**config.mk**
```make
export PLATFORM = sky130hd
export DESIGN_NAME = weight_load_sequencer_flat
export DESIGN_NICKNAME = d
export VERILOG_FILES = /design/src/rtl/weight_load_sequencer_if.sv /design/src/rtl/weight_load_sequencer.sv /design/src/flat_wrapper.sv
export SDC_FILE = /design/constraint.sdc
export NUM_CORES = 1
export LEC_CHECK = 0
export CORE_ASPECT_RATIO = 1.5
export CORE_MARGIN = 10
export CORE_UTILIZATION = 44
export DETAILED_ROUTE_END_ITERATION = 6
export PLACE_DENSITY = 0.73
export SLEW_MARGIN = 40
export SYNTH_ARGS = -nofsm -noshare
export SYNTH_HDL_FRONTEND = slang
export SYNTH_SLANG_ARGS = --single-unit
```
**constraint.sdc**
```tcl
create_clock -name clk -period 2.95 [get_ports clk]
set_clock_uncertainty 0.15 [all_clocks]
set_input_delay 0.59 -clock clk [delete_from_list [all_inputs] [get_ports clk]]
set_output_delay 0.59 -clock clk [all_outputs]
set_load 0.02 [all_outputs]
```
**src/rtl/weight_load_sequencer_if.sv**
```systemverilog
// Host word stream between the host/DMA side and the weight load sequencer.
// The host (master) offers 32-bit words with s_valid; the sequencer (slave)
// accepts them with s_ready. A word moves when s_valid & s_ready.
interface weight_load_sequencer_if;
    logic        s_valid;
    logic [31:0] s_data;
    logic        s_ready;

    modport master (output s_valid, output s_data, input  s_ready);
    modport slave  (input  s_valid, input  s_data, output s_ready);
endinterface

```
**src/rtl/weight_load_sequencer.sv**
```systemverilog
// Weight load sequencer: parses framed host records
//   layer_no, neuron_no, count, count weight words [, checksum]
// and broadcasts each weight word as a one-cycle strobe on the shared
// config bus, with layer/neuron numbers held stable for the whole record.
// Records with count==0, count>MAX_WEIGHTS or layer_no>=NUM_LAYERS raise
// load_err; oversize/bad-layer records are drained without any strobes.
// Optional feature macro: LOAD_CHECKSUM_EN adds a trailing checksum word
// (32-bit wrapping sum of the weight words) to every record.
module weight_load_sequencer #(
    parameter int NUM_LAYERS  = 4,
    parameter int MAX_WEIGHTS = 784,
    parameter int CNT_BITS    = 32
) (
    input  logic                    clk,
    input  logic                    reset,
    weight_load_sequencer_if.slave  s,
    output logic                    weight_valid,
    output logic [31:0]             weight_value,
    output logic [31:0]             config_layer_no,
    output logic [31:0]             config_neuron_no,
    output logic                    busy,
    output logic                    load_done,
    output logic                    load_err
);

`ifdef LOAD_CHECKSUM_EN
    typedef enum logic [2:0] {
        S_LAYER, S_NEURON, S_COUNT, S_DATA, S_SKIP, S_CSUM
    } state_t;
`else
    typedef enum logic [2:0] {
        S_LAYER, S_NEURON, S_COUNT, S_DATA, S_SKIP
    } state_t;
`endif

    state_t                state_q, state_d;
    logic                  ready_q;
    logic                  wv_q, wv_d;
    logic [31:0]           wval_q, wval_d;
    logic [31:0]           layer_q, layer_d;
    logic [31:0]           neuron_q, neuron_d;
    logic                  busy_q, busy_d;
    logic                  done_q, done_d;
    logic                  err_q, err_d;
    logic [CNT_BITS-1:0]   cnt_q, cnt_d;
`ifdef LOAD_CHECKSUM_EN
    logic [31:0]           csum_q, csum_d;
`endif

    logic xfer;
    logic last_word;

    assign xfer      = s.s_valid & ready_q;
    assign last_word = (cnt_q == CNT_BITS'(1));

    // Next-state and next-output decode for the record parser.
    always_comb begin
        state_d  = state_q;
        wv_d     = 1'b0;
        wval_d   = wval_q;
        layer_d  = layer_q;
        neuron_d = neuron_q;
        done_d   = 1'b0;
        err_d    = err_q;
        cnt_d    = cnt_q;
`ifdef LOAD_CHECKSUM_EN
        csum_d   = csum_q;
`endif
        if (xfer) begin
            unique case (state_q)
                S_LAYER: begin
                    layer_d = s.s_data;
                    err_d   = 1'b0;
`ifdef LOAD_CHECKSUM_EN
                    csum_d  = '0;
`endif
                    state_d = S_NEURON;
                end
                S_NEURON: begin
                    neuron_d = s.s_data;
                    state_d  = S_COUNT;
                end
                S_COUNT: begin
                    if (s.s_data == 32'd0) begin
                        // Empty record: nothing follows, not even a checksum.
                        err_d   = 1'b1;
                        done_d  = 1'b1;
                        state_d = S_LAYER;
                    end else if ((s.s_data > 32'(MAX_WEIGHTS)) ||
                                 (layer_q >= 32'(NUM_LAYERS))) begin
                        err_d   = 1'b1;
                        cnt_d   = CNT_BITS'(s.s_data);
                        state_d = S_SKIP;
                    end else begin
                        cnt_d   = CNT_BITS'(s.s_data);
                        state_d = S_DATA;
                    end
                end
                S_DATA: begin
                    wv_d   = 1'b1;
                    wval_d = s.s_data;
                    cnt_d  = cnt_q - CNT_BITS'(1);
`ifdef LOAD_CHECKSUM_EN
                    csum_d = csum_q + s.s_data;
                    if (last_word) begin
                        state_d = S_CSUM;
                    end
`else
                    if (last_word) begin
                        done_d  = 1'b1;
                        state_d = S_LAYER;
                    end
`endif
                end
                S_SKIP: begin
                    cnt_d = cnt_q - CNT_BITS'(1);
`ifdef LOAD_CHECKSUM_EN
                    if (last_word) begin
                        state_d = S_CSUM;
                    end
`else
                    if (last_word) begin
                        done_d  = 1'b1;
                        state_d = S_LAYER;
                    end
`endif
                end
`ifdef LOAD_CHECKSUM_EN
                S_CSUM: begin
                    // A skipped record already has err set, so its checksum
                    // word cannot change the outcome.
                    if (s.s_data != csum_q) begin
                        err_d = 1'b1;
                    end
                    done_d  = 1'b1;
                    state_d = S_LAYER;
                end
`endif
                default: state_d = S_LAYER;
            endcase
        end
        // busy stays high through the load_done cycle.
        busy_d = (state_d != S_LAYER) || done_d;
    end

    // State and registered outputs; reset aborts any record in flight.
    always_ff @(posedge clk or negedge reset) begin
        if (!reset) begin
            state_q  <= S_LAYER;
            ready_q  <= 1'b0;
            wv_q     <= 1'b0;
            wval_q   <= '0;
            layer_q  <= '0;
            neuron_q <= '0;
            busy_q   <= 1'b0;
            done_q   <= 1'b0;
            err_q    <= 1'b0;
            cnt_q    <= '0;
`ifdef LOAD_CHECKSUM_EN
            csum_q   <= '0;
`endif
        end else begin
            state_q  <= state_d;
            ready_q  <= 1'b1;
            wv_q     <= wv_d;
            wval_q   <= wval_d;
            layer_q  <= layer_d;
            neuron_q <= neuron_d;
            busy_q   <= busy_d;
            done_q   <= done_d;
            err_q    <= err_d;
            cnt_q    <= cnt_d;
`ifdef LOAD_CHECKSUM_EN
            csum_q   <= csum_d;
`endif
        end
    end

    assign s.s_ready        = ready_q;
    assign weight_valid     = wv_q;
    assign weight_value     = wval_q;
    assign config_layer_no  = layer_q;
    assign config_neuron_no = neuron_q;
    assign busy             = busy_q;
    assign load_done        = done_q;
    assign load_err         = err_q;

endmodule

```
**src/flat_wrapper.sv**
```systemverilog
// flat-port wrapper written by rule: the top's interface ports become plain ports
module weight_load_sequencer_flat 
#(
    parameter int NUM_LAYERS  = 4,
    parameter int MAX_WEIGHTS = 784,
    parameter int CNT_BITS    = 32
)
  (clk, reset, weight_valid, weight_value, config_layer_no, config_neuron_no, busy, load_done, load_err, s_s_valid, s_s_data, s_s_ready);
  weight_load_sequencer_if s_i ();
  input  logic clk;
  input  logic reset;
  output logic weight_valid;
  output logic [31:0] weight_value;
  output logic [31:0] config_layer_no;
  output logic [31:0] config_neuron_no;
  output logic busy;
  output logic load_done;
  output logic load_err;
  input wire logic [$bits(s_i.s_valid)-1:0] s_s_valid;
  input wire logic [$bits(s_i.s_data)-1:0] s_s_data;
  output wire logic [$bits(s_i.s_ready)-1:0] s_s_ready;
  assign s_i.s_valid = s_s_valid;
  assign s_i.s_data = s_s_data;
  assign s_s_ready = s_i.s_ready;
  weight_load_sequencer #(.NUM_LAYERS(NUM_LAYERS), .MAX_WEIGHTS(MAX_WEIGHTS), .CNT_BITS(CNT_BITS)) u_core (.clk(clk), .reset(reset), .s(s_i), .weight_valid(weight_valid), .weight_value(weight_value), .config_layer_no(config_layer_no), .config_neuron_no(config_neuron_no), .busy(busy), .load_done(load_done), .load_err(load_err));
endmodule
```
==> flow_summary_export.csv, run 1 <==
group,metric,value,unit
outcome,status,"completed",
synth,yosys-top-cells-count,"dfrtp_1 (136), mux2_2 (96), o21ai_0 (48)",
synth,synth.most_common_cell,"dfrtp_1",
cells_and_area,syn_to_final_growth,43.1,%
clock_network,clkSinkCount,136,
global_route,antenna_found_initial,0,
sta,finalSetupViolCount,0,
sta,final_max_slew_viol_count,0,
drt,wl_per_cell,20.6,µm
clock_network,clk_pin_slew,0.06,ns
cells_and_area,drive_gt1_share,27.8,%
sta,tightest_slew,0.683,ns
clock_network,cts-root-buf,"clkbuf_16",
worst_setup_path,rrSetupSlack,0.25,ns
synth,synth_top_cell_by_area,"dfrtp_1",
worst_hold_path,hp-class,"in2async",
worst_setup_path,worstPathMaxFanout,5,
drt,drt_iter0_markers,287,
drt,dr.pass1.iters,5,
synth,synth_top_cell_area_share,55.9,%
worst_setup_path,crit_family,"simple AND/OR/NAND/NOR gates",
floorplanning,die_w,116,µm
worst_setup_path,cp-start-kind,"flop",
worst_setup_path,cpPeakStageDelay,0.55,ns
clock_network,clk_latency,0.41,ns
synth,yosys_warnings,0,
floorplanning,io_pins,136,
sta,fmax,370,MHz
worst_setup_path,reg2reg_depth,6,
drt,routed_via_density,5.68,
placement,finalWeightedCongestion,0.870,
synth,synth_fp_nets,561,
cells_and_area,antennaDiodeCount,0,
sta,hold_viol,0,
sta,max_slew_margin,54.4,%
drt,num_vias,5041,
global_route,grt_max_degree,73,
clock_network,cts_htree_levels,4,
clock_network,cts_made_buffers,17,
synth,synthFlopType,"dfrtp_1",
worst_setup_path,required,3.10,ns
clock_network,cts.repair.resized,0,
worst_setup_path,critPathLaunch,"u_core.cnt_q[26]",
global_route,grt_use_total,19.5,%
power,irDropWorstVdd,613,µV
clock_network,cts_hold_buf,0,
floorplanning,num_rows,52,
sta,period_share,91.5,%
synth,synth.distinct_cells,45,
synth,ys_async_sr_fraction,100,%
floorplanning,core,13500,µm²
synth,synthTopCellsByArea,"dfrtp_1 (56%), mux2_2 (18%), o21ai_0 (3.9%), nor2_1 (2.7%), a21oi_1 (2.6%)",
global_route,grt_pass1_wl,29000,µm
placement,dp_cells,856,
global_route,grt.overflow.total,0,
cells_and_area,post-route-util,64.4,%
global_route,grt_pass1_vias,5339,
synth,syn_inst,524,
synth,syn_area,6090,µm²
sta,setup_slack,0.250,ns
synth,synth-seq-cells,136,
power,leakage,3.79,nW
synth,synth-edff-count,0,
floorplanning,die-area,19000,µm²
placement,place_ws,-0.168,ns
clock_network,cts_max_path_buffers,2,
worst_setup_path,setup.worst_path.class,"reg2reg",
worst_setup_path,critPathCaptureType,"flop",
worst_setup_path,path_buf_inv,0,
worst_setup_path,worstPathCellList,"or4_4 -> or4_4 -> nor4_4 -> o21ai_1 -> a31o_1 -> a211o_1",
synth,synth.yosys.seq_area_share,55.9,%
floorplanning,die-height,164,µm
worst_setup_path,critPathSlowestCell,"or4_4",
clock_network,cts_tree,"built",
placement,portBuffers,135,
cells_and_area,fin_cells,888,
run,maxCapViolations,0,
drt,drc_errors,0,
placement,hpwlAfterDp,13500,µm
sta,setup_tns,0,ns
clock_network,post_cts_buffers,0,
power,power.density,787,nW/µm²
worst_setup_path,cp_common_cell,"or4_4",
worst_setup_path,r2r-end,"u_core.busy",
synth,syn-mean-instance-area,11.6,µm²
sta,min_period,2.70,ns
worst_setup_path,r2r_start,"u_core.cnt_q[26]",
worst_setup_path,worstPathArrival,2.85,ns
cells_and_area,nets,750,
drt,wirelength,18300,µm
sta,rsz0062_at_grt,"no",
floorplanning,start_util,45.0,%
drt,ant_nets,0,
-- final cells by class --
cell class              count  area, µm²
fillers                  1070       4820
flip-flops and latches    136       3400
well taps                 162        203
inverters                   4       15.0
clock buffers              18        439
repair buffers            196       1820
clock inverters            14        221
multi-input cells         358       2610
-- layout by cell type, fill, tap and decap left out, types with 3 or more instances in the layout --
master | netlist | routed
a22oi_1 | 12 | 12
o21a_1 | 3 | 3
clkbuf_16 | 0 | 17
o211ai_1 | 3 | 3
buf_4 | 0 | 60
clkinv_4 | 0 | 3
nand3_1 | 6 | 6
nand4_1 | 6 | 6
bufinv_16 | 0 | 5
a31oi_1 | 3 | 3
nor4_2 | 2 | 4
a21oi_1 | 32 | 31
nor3_1 | 13 | 13
and2_1 | 3 | 3
nand2_1 | 21 | 21
dfrtp_1 | 136 | 136
o21ai_0 | 48 | 48
nor3b_1 | 3 | 3
clkdlybuf4s50_1 | 0 | 134
clkinvlp_4 | 0 | 3
inv_1 | 4 | 4
o21ai_1 | 5 | 4
nor2_1 | 44 | 43
mux2_2 | 96 | 96
nor4_1 | 25 | 23
a2bb2oi_1 | 5 | 5
-- per-stage QoR --
stage	hold slack (ns)	cell area, µm²	power, W
2_1_floorplan	0.144	6090	0.00356
3_3_place_gp	0.339	8050	0.00443
3_5_place_dp	0.345	8050	0.00452
4_1_cts	0.0610	8710	0.00689
5_1_grt	0.0723	8710	0.00715
6_report	0.0350	8710	0.00686
-- how the worst max path moves through the flow --
stage	end	slack (ns)	cells after the start
global placement	u_core.cnt_q[22]	-0.09	8
finish	u_core.busy	0.25	6
detailed placement	u_core.cnt_q[22]	-0.17	8
floorplan	u_core.busy	0.40	6
global route	u_core.cnt_q[1]	0.17	7
CTS	u_core.busy	0.24	6
-- registers in the layout, summed over array words and instances, names as in the netlist --
signal and flops:
u_core.load_done 1, u_core.state_q 3, u_core.config_neuron_no 32, u_core.load_err 1, u_core.weight_value 32, u_core.busy 1
u_core.config_layer_no 32, u_core.weight_valid 1, u_core.cnt_q 32, u_core.s.s_ready 1
-- layer usage --
metal	global-route usage, %	part of all wire, %	up-vias
met5	0	0	-
met4	5.71	1.6	0
met3	4.60	4.7	24
met2	36.1	56	150
met1	21.2	38	2537
li1	-	-	2330
-- kinds of logic (layout without fill, tap and decap cells) --
group           after synthesis  in the layout  synth area share (%)
other cells                   1              1                0.0616
fa+ha+maj                     2              2                 0.411
simple gates                134            134                  11.7
buf+inv                      30            232                  1.85
flops                       136            136                  55.9
compound gates              125            125                  12.4
mux                          96             96                  17.8
-- power by group --
group          switching (W)  leakage [nW]  internal (W)
combinational       0.000910          1.67      0.000871
sequential          0.000427          1.80       0.00228
clock               0.000833         0.313       0.00153
(Power assumes the default switching activity.)
==> inputs of run 2 (changes only) <==
==> constraint.sdc (replaced) <==
create_clock -name clk -period 2.95 [get_ports clk]
set_clock_uncertainty 0.15 [all_clocks]
set_input_delay 0.59 -clock clk [delete_from_list [all_inputs] [get_ports clk]]
set_output_delay 0.59 -clock clk [all_outputs]
set_load 0.01 [all_outputs]
==> results of run 2 <==
Same layout as run 1 (identical final DEF). Status: completed.
Main changes from that run: total power 0.00686 W -> 0.00669 W; worst IR drop on VDD 613 µV -> 596 µV
==> inputs of run 3 (changes only) <==
--- a/config.mk
+++ b/config.mk
@@ -9,7 +9,9 @@
 export CORE_MARGIN = 10
 export CORE_UTILIZATION = 44
 export DETAILED_ROUTE_END_ITERATION = 6
-export PLACE_DENSITY = 0.73
+export DONT_BUFFER_PORTS = 1
+export MAX_ROUTING_LAYER = met4
+export PLACE_DENSITY = 0.61
 export SLEW_MARGIN = 40
 export SYNTH_ARGS = -nofsm -noshare
 export SYNTH_HDL_FRONTEND = slang
==> constraint.sdc (replaced) <==
create_clock -name clk -period 3.2 [get_ports clk]
set_clock_uncertainty 0.15 [all_clocks]
set_input_delay 0.64 -clock clk [delete_from_list [all_inputs] [get_ports clk]]
set_output_delay 0.64 -clock clk [all_outputs]
set_load 0.01 [all_outputs]
==> flow_summary_export.csv, run 3 (synthesized netlist as in run 1, its figures left out) <==
group,metric,value,unit
outcome,status,"finished with violations",
outcome,violations,"negative hold slack",
floorplanning,core,13500,µm²
global_route,grt_pass1_vias,4430,
cells_and_area,antennaDiodeCount,0,
power,leakage,3.08,nW
global_route,antenna_found_initial,0,
drt,drt_iter0_markers,274,
placement,hpwlAfterDp,11500,µm
worst_setup_path,setup.worst_path.class,"reg2reg",
worst_setup_path,critPathCaptureType,"flop",
worst_setup_path,worstPathMaxFanout,5,
floorplanning,num_rows,52,
cells_and_area,layout_common_cells,"dfrtp_1 (136), mux2_2 (96), o21ai_0 (48)",
drt,dr.pass1.iters,5,
drt,wl_met3,1120,µm
sta,rsz0062_at_grt,"no",
worst_hold_path,hp-class,"in2async",
drt,wl_met1,6260,µm
sta,hold_viol,136,
global_route,grt_max_degree,137,
cells_and_area,layout_commonest_cell,"dfrtp_1",
drt,routed_via_density,6.15,
clock_network,cts_max_path_buffers,2,
clock_network,cts-root-buf,"clkbuf_16",
floorplanning,die_w,116,µm
drt,wl_met2,8570,µm
clock_network,cts_htree_levels,4,
sta,holdWs,-0.240,ns
drt,num_vias,4364,
global_route,grt_pass1_wl,25400,µm
sta,min_period,2.75,ns
drt,wl_per_cell,22.9,µm
cells_and_area,nets,572,
cells_and_area,drive_gt1_share,28.5,%
power,power.density,769,nW/µm²
sta,max_slew_margin,53.8,%
sta,fmax,363,MHz
cells_and_area,syn_to_final_growth,15.0,%
run,maxCapViolations,0,
clock_network,cts_made_buffers,17,
placement,placed_cell_area,6410,µm²
floorplanning,io_pins,136,
drt,top_layer_used,"met4",
power,design_power_total,0.00538,W
drt,ant_nets,0,
sta,finalSetupViolCount,0,
floorplanning,die-area,19000,µm²
worst_setup_path,worstPathArrival,2.91,ns
clock_network,post_cts_buffers,0,
sta,period_share,86.1,%
clock_network,cts_tree,"built",
global_route,grt.overflow.total,0,
placement,finalWeightedCongestion,0.892,
power,irDropWorstVdd,348,µV
floorplanning,die-height,164,µm
worst_setup_path,cp-start-kind,"flop",
worst_setup_path,required,3.35,ns
floorplanning,start_util,45.0,%
placement,portBuffers,0,
drt,wirelength,16300,µm
clock_network,clk_latency,0.42,ns
clock_network,cts.repair.resized,0,
clock_network,clkSinkCount,136,
cells_and_area,final_area,7000,µm²
sta,final_max_slew_viol_count,0,
global_route,grt_use_total,17.8,%
clock_network,clk_pin_slew,0.06,ns
sta,tightest_slew,0.693,ns
drt,drc_errors,0,
sta,setup_tns,0,ns
run 3: cell types whose count changed in the layout (fill, tap and decap cells not counted), sizes merged:
cell and change:
clkinvlp -2, buf -44, clkinv +1, clkdlybuf4s50 -134, bufinv -3, clkbuf +4
run 3: final timing paths:
path	to	slack, ns	cells past startpoint	from
min	u_core.weight_value[0]	-0.24	0	reset
max	u_core.busy	0.45	6	u_core.cnt_q[26]
max reg2reg	u_core.busy	0.45	6	u_core.cnt_q[26]
max in group asynchronous	u_core.config_layer_no[28]	2.90	0	reset
min reg2reg	u_core.cnt_q[23]	0.37	2	u_core.cnt_q[23]
min in group clk	u_core.config_neuron_no[26]	0.21	1	s_s_data[26]
run 3: power breakdown:
group | leakage, nW | switching [W] | internal [W]
registers | 1.80 | 0.000515 | 0.00211
logic | 0.987 | 0.000402 | 0.000411
clock network | 0.291 | 0.000739 | 0.00121
total | 3.08 | 0.00166 | 0.00373
run 3: area by class of cell:
cell class | instances | area (µm²)
fill | 1185 | 6530
sequential | 136 | 3400
multi-input combinational | 358 | 2610
clock buffer | 22 | 474
tap | 162 | 203
timing repair buffer | 18 | 180
clock inverter | 10 | 118
inverter | 4 | 15.0
run 3: metal layers:
metal / vias to the layer above / global-route usage (%)
met2: 120 / 29.2
met1: 2242 / 19.4
met5: - / -
met4: 0 / 6.45
met3: 31 / 6.21
li1: 1971 / -
run 3: worst max-delay path, stage by stage, from the launching register on:
cell,delay [ns]
dfrtp_1,0.42
or4_4,0.55
or4_4,0.47
nor4_4,0.43
o21ai_1,0.13
a31o_1,0.21
a211o_1,0.28
run 3: through the flow:
stage	hold WS, ns	cells	worst slack, ns	utilization, %
6_report	-0.240	710	0.446	51.7
5_1_grt	-0.256	710	0.330	51.7
4_1_cts	-0.251	710	0.450	51.7
3_5_place_dp	0.201	678	0.437	47.4
3_3_place_gp	0.203	677	0.498	47.2
2_1_floorplan	0.194	524	0.654	-
